<file path="config.mk">
export PLATFORM = sky130hd
export DESIGN_NAME = fpga1_dual_link_wrapper
export DESIGN_NICKNAME = d
export VERILOG_FILES = /design/src/rtl/fpga1_dual_link_wrapper.sv
export SDC_FILE = /design/constraint.sdc
export NUM_CORES = 1
export LEC_CHECK = 0
export CAP_MARGIN = 20
export CORE_MARGIN = 10
export CORE_UTILIZATION = 61
export DETAILED_ROUTE_END_ITERATION = 7
export PLACE_DENSITY = 0.76
export SLEW_MARGIN = 0
export SYNTH_ARGS = -nofsm -noshare
export SYNTH_HDL_FRONTEND = slang
export SYNTH_SLANG_ARGS = --single-unit
</file>
<file path="constraint.sdc">
create_clock -name clk_200MHz_p -period 2.8 [get_ports clk_200MHz_p]
set_clock_uncertainty 0.2 [all_clocks]
set_input_delay 0.28 -clock clk_200MHz_p [delete_from_list [all_inputs] [get_ports clk_200MHz_p]]
set_output_delay 0.28 -clock clk_200MHz_p [all_outputs]
set_load 0.005 [all_outputs]
</file>
<file path="src/rtl/fpga1_dual_link_wrapper.sv">
// fpga1_dual_link_wrapper: two independent 16-bit framed serial lanes.
// Each lane sends IDLE frames until its receiver locks, then sends sequenced data frames.
module fpga1_dual_link_lane #(
    parameter int          LOCK_COUNT   = 8,
    parameter int          ERR_LIMIT    = 4,
    parameter logic [11:0] IDLE_PAYLOAD = 12'hBC5
) (
    input  logic i_clk,
    input  logic i_rst_n,
    input  logic i_rxp,
    output logic o_txp,
    output logic o_up
);
    localparam logic [15:0] IDLE = {4'b1010, IDLE_PAYLOAD};
    localparam int GW = $clog2(LOCK_COUNT + 1);
    localparam int EW = $clog2(ERR_LIMIT + 1);

    typedef enum logic [1:0] {HUNT, VERIFY, UP} state_t;

    logic [3:0]    r_idx;
    logic [15:0]   r_frame;
    logic [11:0]   r_seq;
    logic          r_txp;
    logic [15:0]   r_sr;
    logic [3:0]    r_bcnt;
    state_t        r_state;
    logic [GW-1:0] r_good;
    logic [EW-1:0] r_bad;
    logic          r_up;
    logic          w_boundary;
    logic          w_check;
    logic          w_valid;
    logic [15:0]   w_next_frame;

    assign w_boundary   = r_idx == 4'd15;
    assign w_next_frame = r_up ? {4'b0101, r_seq} : IDLE;
    assign w_check      = r_bcnt == 4'd15;
    assign w_valid      = (r_sr[15:12] == 4'b1010) || (r_sr[15:12] == 4'b0101);
    assign o_txp        = r_txp;
    assign o_up         = r_up;

    // Frame type is latched only at the boundary, so a frame in progress always completes.
    always_ff @(posedge i_clk or negedge i_rst_n) begin
        if (!i_rst_n) begin
            r_idx   <= 4'd15;
            r_frame <= IDLE;
            r_seq   <= 12'd0;
            r_txp   <= 1'b0;
        end else begin
            r_idx <= r_idx - 4'd1;
            r_txp <= w_boundary ? w_next_frame[15] : r_frame[r_idx];
            if (w_boundary)
                r_frame <= w_next_frame;
            if (!r_up)
                r_seq <= 12'd0;
            else if (w_boundary)
                r_seq <= r_seq + 12'd1;
        end
    end

    always_ff @(posedge i_clk or negedge i_rst_n) begin
        if (!i_rst_n) begin
            r_sr    <= 16'd0;
            r_bcnt  <= 4'd0;
            r_state <= HUNT;
            r_good  <= '0;
            r_bad   <= '0;
            r_up    <= 1'b0;
        end else begin
            r_sr   <= {r_sr[14:0], i_rxp};
            r_bcnt <= r_bcnt + 4'd1;
            r_up   <= r_state == UP;
            case (r_state)
                HUNT:
                    if (r_sr == IDLE) begin
                        r_bcnt  <= 4'd0;
                        r_good  <= '0;
                        r_state <= VERIFY;
                    end
                VERIFY:
                    if (w_check) begin
                        if (!w_valid)
                            r_state <= HUNT;
                        else if (r_good == GW'(LOCK_COUNT - 1)) begin
                            r_bad   <= '0;
                            r_state <= UP;
                        end else
                            r_good <= r_good + GW'(1);
                    end
                UP:
                    if (w_check) begin
                        if (w_valid)
                            r_bad <= '0;
                        else if (r_bad == EW'(ERR_LIMIT - 1))
                            r_state <= HUNT;
                        else
                            r_bad <= r_bad + EW'(1);
                    end
                default: r_state <= HUNT;
            endcase
        end
    end
endmodule

module fpga1_dual_link_wrapper #(
    parameter int          LOCK_COUNT   = 8,
    parameter int          ERR_LIMIT    = 4,
    parameter logic [11:0] IDLE_PAYLOAD = 12'hBC5
) (
    input  logic clk_200MHz_p,
    input  logic clk_200MHz_n,
    input  logic peripheral_reset,
    input  logic rxp_0,
    input  logic rxn_0,
    input  logic rxp_1,
    input  logic rxn_1,
    output logic txp_0,
    output logic txn_0,
    output logic txp_1,
    output logic txn_1,
    output logic channel_up_0,
    output logic channel_up_1
);
    logic w_unused;

    assign w_unused = &{1'b0, clk_200MHz_n, rxn_0, rxn_1};
    assign txn_0    = ~txp_0;
    assign txn_1    = ~txp_1;

    fpga1_dual_link_lane #(
        .LOCK_COUNT(LOCK_COUNT), .ERR_LIMIT(ERR_LIMIT), .IDLE_PAYLOAD(IDLE_PAYLOAD)
    ) u_lane0 (
        .i_clk(clk_200MHz_p), .i_rst_n(peripheral_reset), .i_rxp(rxp_0),
        .o_txp(txp_0), .o_up(channel_up_0)
    );

    fpga1_dual_link_lane #(
        .LOCK_COUNT(LOCK_COUNT), .ERR_LIMIT(ERR_LIMIT), .IDLE_PAYLOAD(IDLE_PAYLOAD)
    ) u_lane1 (
        .i_clk(clk_200MHz_p), .i_rst_n(peripheral_reset), .i_rxp(rxp_1),
        .o_txp(txp_1), .o_up(channel_up_1)
    );
endmodule

</file>
### After elaboration in Yosys (flattened, before gate mapping)

Cells that the tools add are included.

| storage, ports and cells | value |
|---|---|
| register bits after elaboration | 126 |
| bits of input ports | 7 |
| memories | 0 |
| latch bits | 0 |
| memory bits (read-only) | 0 |
| bits in writable memories | 0 |
| output and inout bits | 6 |

| operators by class | value |
|---|---|
| divide/modulo/power cells | 0 |
| shift operators | 0 |
| order comparisons | 2 |
| bitwise operators | 2 |
| reduce and logical (&&, ||, !) cells | 14 |
| muxes and demuxes | 56 |
| equal/unequal tests | 40 |
| multiply operators | 0 |
| $add $sub $neg | 10 |

Operator list:

| kind | number |
|---|---|
| $mux W12 | 4 |
| $mux W4 | 12 |
| $mux W3 | 12 |
| $eq A16 B16 Y1 const B | 2 |
| $mux W16 | 2 |
| $mux W2 | 14 |
| $add A12 B1 Y12 const B | 2 |
| $eq A4 B4 Y1 const B | 6 |
| $reduce_and A6 Y1 | 4 |
| $ne A2 B1 Y1 const B | 10 |
| $add A4 B1 Y4 const B | 4 |
| $eq A4 B3 Y1 const B | 4 |
| $ne A2 B2 Y1 const B | 8 |
| $pmux W4 S2 | 2 |
| $pmux W2 S3 | 2 |
| $pmux W3 S2 | 2 |
| $lt A4 B5 Y1 const B | 2 |
| $reduce_and A5 Y1 | 2 |
| $bmux W1 S4 | 2 |
| $reduce_bool A2 Y1 | 4 |
| $sub A4 B1 Y4 const B | 2 |
| $add A3 B1 Y3 const B | 2 |
| $eq A3 B2 Y1 const B | 2 |
| $ne A3 B2 Y1 const B | 2 |
| 7 further kinds | 16 |

### Depth between registers and ports, before layout

Gate-level depths: netlist of run 1.

| depth | value |
|---|---|
| depth after elaboration | 5 |
| gate-level depth with buffers | 7 |
| mapped depth without buffers | 6 |

### Cells and area by module

A second synthesis of run 1 with hierarchy kept.

| unflattened totals | value |
|---|---|
| cells, all modules | 485 |
| area, all modules | 5407.7 um^2 |

By module, submodules not included:

| module | instances | area an instance (um^2) | sequential area each (um^2) | cells each |
|---|---|---|---|---|
| fpga1_dual_link_lane at u_lane0 | 1 | 2755.1 | 1541.5 | 247 |
| fpga1_dual_link_lane at u_lane1 | 1 | 2645.0 | 1541.5 | 236 |
| fpga1_dual_link_wrapper | 1 | 7.5 | 0.0 | 2 |

### Least setup slack after synthesis of run 1

OpenSTA, ideal clock, no wires.

| path | value |
|---|---|
| kind | register -> register |
| start | register u_lane0.r_idx[0] |
| end | register u_lane0.r_txp (netlist: u_lane0.o_txp) |
| clock period less this slack | 2.037 ns |
| cell stages (with the launch flop) | 6 |
| setup slack | 0.763 ns |
| arrival time | 1.709 ns |
| required time | 2.473 ns |
| library setup time | 0.127 ns |
| cell sequence | dfstp_2 -> clkbuf_1 -> mux4_2 -> and2_1 -> a211oi_1 -> a21oi_1 |

| on the way | value |
|---|---|
| word-level cells in the longest chain between the ends | 3 |

RTL lines:

| element | RTL line | source |
|---|---|---|
| from (decl) | 20 | `logic [3:0] r_idx;` |
| from (signal assigned) | 50 | `r_idx <= r_idx - 4'd1;` |
| $bmux W1 S4 | 51 | `r_txp <= w_boundary ? w_next_frame[15] : r_frame[r_idx];` |
| $mux W1 (implied by the code) | 51 |  |
| $mux W1 * | 51 |  |
| to (signal assigned) | 51 |  |
| to (decl) | 23 | `logic r_txp;` |

Mark *: on every way between the ends. The rest lies on a longest branch, timed or not. The select of a mux whose other input is x is not followed.
A chain may end at the register's enable or synchronous reset.

### Worst setup path after layout of run 1

| path | value |
|---|---|
| start | register u_lane0.r_idx[0] |
| end | register u_lane0.r_seq[7] |

| on the way | value |
|---|---|
| word-level cells in the longest chain between the ends | 2 |

RTL lines:

| element | RTL line | source |
|---|---|---|
| $eq A4 B4 Y1 | 35 | `assign w_boundary = r_idx == 4'd15;` |
| $ne A2 B2 Y1 (no source line) | - |  |
| to (signal assigned) | 57 | `r_seq <= r_seq + 12'd1;` |
| to (decl) | 22 | `logic [11:0] r_seq;` |

No other way between the ends.

==> results of run 1 <==
## synth_stat cells, drive strengths merged, types with 9 or more instances
cell and n:
inv 25, a31oi 18, nand2 64, ha 14, dfstp 24, nand4 10, and3 9, nor2 22
o21ai 17, clkbuf 11, xnor2 17, nand3 32, and2 22, dfrtp 98
## power breakdown
part	internal, mW	total, mW	leakage, nW	switching [mW]
Sequential	1.79	1.81	1.53	0.0183
Clock	1.38	2.12	0.282	0.748
Combinational	0.0187	0.0606	0.900	0.0419
Total	3.19	4.00	2.71	0.808
## sequential cells by signal, indices dropped and copies added (netlist names)
| signal | flops |
|---|---|
| u_lane0.o_txp | 1 |
| u_lane0.o_up | 1 |
| u_lane0.r_bad | 3 |
| u_lane0.r_bcnt | 4 |
| u_lane0.r_frame | 14 |
| u_lane0.r_good | 4 |
| u_lane0.r_idx | 4 |
| u_lane0.r_seq | 12 |
| u_lane0.r_sr | 16 |
| u_lane0.r_state | 2 |
| u_lane1.o_txp | 1 |
| u_lane1.o_up | 1 |
| u_lane1.r_bad | 3 |
| u_lane1.r_bcnt | 4 |
| u_lane1.r_frame | 14 |
| u_lane1.r_good | 4 |
| u_lane1.r_idx | 4 |
| u_lane1.r_seq | 12 |
| u_lane1.r_sr | 16 |
| u_lane1.r_state | 2 |
## placed cells by master (no fill, tap or decap), drive strengths merged, types with 5 or more instances in the layout
| master | count |
|---|---|
| a31oi | 18 |
| buf | 7 |
| nand3 | 32 |
| clkinv | 6 |
| nand2 | 64 |
| mux4 | 6 |
| dfrtp | 98 |
| and3 | 9 |
| clkbuf | 21 |
| nor2b | 8 |
| o21ai | 17 |
| inv | 25 |
| nand2b | 5 |
| dfstp | 24 |
| xor2 | 7 |
| clkdlybuf4s50 | 8 |
| a21oi | 8 |
| nand4 | 10 |
| ha | 14 |
| and2 | 22 |
| xnor2 | 17 |
| a211oi | 5 |
| nor3 | 7 |
| nor2 | 22 |
## per-stage QoR
step                      hold slack (ns)  util, %  worst slack (ns)  std cells
after floorplan                    -0.216        -             0.763        478
after global placement              0.137     66.0             0.618        581
after detailed placement            0.139     66.0             0.569        581
after CTS                         0.00370     73.1             0.456        614
after global routing              0.00978     73.1             0.333        614
final                              0.0131     73.1             0.457        614
## layout make-up
class / instances / area, µm²
clock buffers: 21 / 439
clock inverters: 11 / 146
fillers: 564 / 2240
inverters: 25 / 93.8
multi-input cells: 314 / 2050
flip-flops and latches: 122 / 3080
well taps: 105 / 131
repair buffers: 16 / 155
## worst max-delay path: cells and delay by family, from the launching register on
kind	cells	cell delay [ns]
xor+xnor	1	0.16
flops	1	0.64
fa+ha+maj	1	0.27
simple gates	4	0.96
## layer usage
metal / global-route usage, % / vias to the layer above / share of wire, %
li1: - / 1706 / -
met4: 5.16 / 0 / 0.80
met2: 27.4 / 66 / 52
met5: 0 / - / 0
met1: 18.7 / 1765 / 43
met3: 4.70 / 8 / 4.3
## what timing repair did
action | CTS | global route
gates resized for setup | 0 | 0
hold endpoints to repair | 49 | 0
hold buffers | 1 | 0
setup endpoints to repair | 0 | 0
## cells by family (layout without fill, tap and decap cells)
family	Yosys count	in the layout	share of synthesized area, %
and+or+nand+nor	201	201	20.0
DFF	122	122	58.3
AOI/OAI and AO/OA	61	61	7.28
buffers and inverters	42	73	3.03
xor gates and xnor gates	24	24	3.97
adders and majority gates	14	14	3.31
muxes	14	14	4.16
## how the worst min path moves through the flow
stage | startpoint | endpoint | cells past startpoint
6_report | rxp_1 | u_lane1.r_sr[0]$_DFF_PN0_ | 1
5_1_grt | rxp_1 | u_lane1.r_sr[0]$_DFF_PN0_ | 1
4_1_cts | rxp_1 | u_lane1.r_sr[0]$_DFF_PN0_ | 1
3_5_place_dp | peripheral_reset | u_lane1.r_frame[14]$_DFFE_PN0P_ | 1
3_3_place_gp | peripheral_reset | u_lane1.r_frame[14]$_DFFE_PN0P_ | 1
2_1_floorplan | peripheral_reset | u_lane0.o_txp$_DFF_PN0_ | 0
==> qor.yml, run 1 <==
synthesis:
  synth.distinct_cells: 46
  avgSynthCellArea_um2: 11.1
  syn_inst: 478
  ys_async_sr_fraction_pct: 100
  ys_seq_elements: 122
  ys.flop_type: "dfrtp_1"
  ys_seq_area_share_pct: 58.3
  yosysTopAreaCell: "dfrtp_1"
  synthTopCellsByArea: "dfrtp_1 (46%), dfstp_2 (12%), nand2_1 (4.5%), ha_1 (3.3%), nand3_1 (3.0%)"
  ys_warn_count: 0
  synth_top_area_share_pct: 46.3
  syn-cell-area_mm2: 0.00529
  syn-num-nets: 499
  synth_edf_count: 0
critical_path:
  r2r-end: "u_lane0.r_seq[7]$_DFFE_PN0P_"
  crit_fanout: 8
  r2r_cells: 6
  cp_slowest_cell: "dfstp_2"
  endpoint: "u_lane0.r_seq[7]$_DFFE_PN0P_"
  critPathKind: "flip-flop to flip-flop"
  critPathMaxStageDelay_ns: 0.64
  startpoint_type: "flip-flop"
  endpoint_kind: "flip-flop"
  cp.required_ns: 2.99
  cp_cell_sequence: "ha_1 > nand4_1 > nor2_1 > nand3_1 > xnor2_1 > and2_1"
  rrSetupSlack_ns: 0.46
  critPathLaunch: "u_lane0.r_idx[0]$_DFF_PN1_"
  r2r-start: "u_lane0.r_idx[0]$_DFF_PN1_"
  arrival_ns: 2.53
cts:
  cts_buffers: 17
  cts_root_buf: "clkbuf_8"
  tritoncts: "yes"
  cts_setup_buffers: 0
  clock_latency_ns: 0.50
  clock_path_buffers: 2
  htreeDepth: 4
  clkSinkCount: 122
  path_clk_slew_ns: 0.06
routing:
  vias_per_cell: 5.77
  final_antenna_net_count: 0
  drt_iter0_markers: 232
  dr_total_vias: 3545
  wl_per_cell_um: 16.0
  drc: 0
  wl_mm: 9.82
  firstDrtPassIters: 4
layout:
  syn2layout_area_growth_pct: 15.2
  stdcell_area_mm2: 0.00610
  layout-drive-gt1-share_pct: 13.6
  finalNetCount: 517
  diodes: 0
sta:
  drv_slew: 0
  period_share_pct: 83.7
  rsz0062_at_grt: "false"
  setup-violations-final: 0
  worst_slew_pin_slew_ns: 0.635
  setup_tns_ns: 0
  hold_viol_final: 0
  relSlewSlack_pct: 57.7
  timing.fmax_ghz: 0.427
  min_period_ns: 2.34
floorplan:
  initial_core_util_pct: 63.4
  core-area_mm2: 0.00834
  die_area_mm2: 0.0128
  fp.dieH_um: 113
  rows: 33
  pin_count: 13
  die_width_um: 113
placement:
  post_dp_cell_area_mm2: 0.00550
  portBuffers: 9
  gp_congestion: 0.769
  dp.final_hpwl_mm: 6.26
min_path:
  min-delay-path-class: "input port to flip-flop"
grt:
  grt_max_degree: 53
  grt_pass1_vias: 3551
  antenna_found_initial: 0
  grt.overflow.total: 0
  grt_pass1_wl_mm: 16.8
  grtUsageTotal_pct: 15.9
power_and_ir_drop:
  power_leakage_nw: 2.71
  fin_total_pwr_mw: 4.00
  max-vdd-ir-drop_v: 0.000638
  p_per_area_mw_per_mm2: 656
run_status:
  status: "finished, final reports clean"
job:
  maxCapViolations: 0
Power figures use the tool's default switching activity.
==> inputs of run 2 (changes only) <==
- clock period: 2.8 -> 2.23 ns (I/O delays scaled with it)
==> qor.yml, run 2 (synthesized netlist as in run 1, its figures left out) <==
run_status:
  status: "finished, final reports clean"
floorplan:
  fp.dieH_um: 113  # unchanged
  pin_count: 13  # unchanged
  rows: 33  # unchanged
  initial_core_util_pct: 63.4  # unchanged
  die_area_mm2: 0.0128  # unchanged
  core-area_mm2: 0.00834  # unchanged
  die_width_um: 113  # unchanged
sta:
  worst_slew_pin_slew_ns: 0.522  # -0.113 ns
  drv_slew: 0  # unchanged
  min_period_ns: 2.09  # -0.253 ns
  rsz0062_at_grt: "false"
  hold-worst-slack_ns: 0.0399  # +0.0268 ns
  hold_viol_final: 0  # unchanged
  setup-violations-final: 0  # unchanged
  setup_tns_ns: 0  # unchanged
  timing.fmax_ghz: 0.479  # +12%
  period_share_pct: 93.7  # +10 points
  relSlewSlack_pct: 65.2  # +7.5 points
routing:
  vias_per_cell: 5.76  # -0.20%
  dr_total_vias: 3584  # +1.1%
  final_antenna_net_count: 0  # unchanged
  drt_iter0_markers: 155  # -33%
  wl_per_cell_um: 15.4  # -3.8%
  drc: 0  # unchanged
  wl_mm: 9.57  # -2.5%
  firstDrtPassIters: 4  # unchanged
critical_path:
  cp.required_ns: 2.42  # -0.57 ns
  endpoint_kind: "flip-flop"
  critPathMaxStageDelay_ns: 0.57  # -0.07 ns
  r2r_cells: 6  # unchanged
  cp_slowest_cell: "dfstp_2"
  arrival_ns: 2.28  # -0.25 ns
  critPathKind: "flip-flop to flip-flop"
  cp_cell_sequence: "ha_1 > and3_2 > and4_2 > nand4_1 > xnor2_1 > and2_1"
  startpoint_type: "flip-flop"
  crit_fanout: 6  # -2
min_path:
  min-delay-path-class: "input port to async pin"
layout:
  diodes: 0  # unchanged
  top_regs: "u_lane0.r_sr: 16 flops, u_lane1.r_sr: 16 flops"
  syn2layout_area_growth_pct: 15.8
  final_common_cell: "dfrtp_1"
  finalNetCount: 525  # +1.5%
  final_cell_mix: "dfrtp_1 (98), nand2_1 (64), nand3_1 (32)"
  layout-drive-gt1-share_pct: 15.5  # +1.9 points
  fin_cells: 622  # +1.3%
grt:
  grt_max_degree: 45  # -15%
  grt.overflow.total: 0  # unchanged
  grtUsageTotal_pct: 15.9  # about the same
  grt_pass1_vias: 3731  # +5.1%
  grt_pass1_wl_mm: 17.1  # +2.1%
  antenna_found_initial: 0  # unchanged
placement:
  dp.final_hpwl_mm: 6.24  # -0.38%
  post-place-cells: 586  # +0.86%
  gp_congestion: 0.802  # +4.4%
  portBuffers: 9  # unchanged
power_and_ir_drop:
  power_leakage_nw: 2.73  # +0.82%
  max-vdd-ir-drop_v: 0.000639  # +0.10%
  fin_total_pwr_mw: 4.78  # +20%
  p_per_area_mw_per_mm2: 780  # +19%
cts:
  cts_buffers: 17  # unchanged
  clock_path_buffers: 2  # unchanged
  htreeDepth: 4  # unchanged
  path_clk_slew_ns: 0.06  # about the same
  tritoncts: "yes"
  clkSinkCount: 122  # unchanged
  clock_latency_ns: 0.51  # about the same
  cts_root_buf: "clkbuf_8"
job:
  maxCapViolations: 0  # unchanged
-- run 2: cell count changes in the layout (fill, tap and decap cells not counted), sizes merged --
| cell | delta |
|---|---|
| clkbuf | -2 |
| dlygate4sd3 | +2 |
| inv | +2 |
| clkinv | +3 |
| buf | +6 |
| bufinv | -3 |
-- run 2: path summary, 6_finish.rpt --
| kind | from | to | slack (ns) |
|---|---|---|---|
| min in group clk_200MHz_p | u_lane1.r_sr[0]$_DFF_PN0_ | u_lane1.r_sr[1]$_DFF_PN0_ | 0.17 |
| worst min-delay path | peripheral_reset | u_lane1.r_frame[5]$_DFFE_PN0P_ | 0.04 |
| worst max register to register | u_lane1.r_idx[1]$_DFF_PN1_ | u_lane1.r_seq[7]$_DFFE_PN0P_ | 0.14 |
| worst max-delay path | u_lane1.r_idx[1]$_DFF_PN1_ | u_lane1.r_seq[7]$_DFFE_PN0P_ | 0.14 |
| max in group asynchronous | peripheral_reset | u_lane1.r_frame[11]$_DFFE_PN1P_ | 1.15 |
| worst min register to register | u_lane1.r_sr[0]$_DFF_PN0_ | u_lane1.r_sr[1]$_DFF_PN0_ | 0.17 |
-- run 2: area by class of cell --
class | instances | area, µm²
repair buffers | 24 | 233
well taps | 105 | 131
multi-input cells | 314 | 2050
clock inverters | 13 | 96.3
inverters | 25 | 93.8
fillers | 573 | 2210
clock buffers | 19 | 442
flip-flops and latches | 122 | 3080
-- run 2: repair_timing --
action                                  in CTS  in global routing
resized for setup                            0                  2
endpoints found under the hold margin      105                  0
endpoints found under the setup margin       0                  4
buffers inserted                             0                  1
hold buffers                                 3                  0
-- run 2: through the flow --
step / setup WS, ns / utilization [%] / area (µm²)
3_5_place_dp: 0.109 / 66.6 / 5550
5_1_grt: 0.00313 / 73.5 / 6130
4_1_cts: 0.0571 / 73.4 / 6120
3_3_place_gp: 0.136 / 66.6 / 5550
2_1_floorplan: 0.193 / - / 5290
6_report: 0.140 / 73.5 / 6130
-- run 2: routing by layer --
metal  part of all wire (%)  GRT usage (%)
met5                      0              0
met4                    1.3           6.51
met3                    3.3           4.44
met2                     51           25.9
met1                     44           19.6
-- run 2: power by group --
part	internal (mW)	switching, mW	leakage, nW
clock network	1.43	0.996	0.264
registers	2.25	0.0257	1.53
logic	0.0287	0.0527	0.940
total	3.71	1.07	2.73
-- run 2: critical path: cells and delay by family, from the launching register on --
family / cells / cell delay (ns)
xor+xnor: 1 / 0.14
fa+ha+maj: 1 / 0.21
simple gates: 4 / 0.86
flops: 1 / 0.57
==> inputs of run 3 (changes only) <==
- CTS_CLUSTER_DIAMETER: unset -> 120
==> results of run 3 <==
Final layout, timing and power as in run 2 (identical DEF).
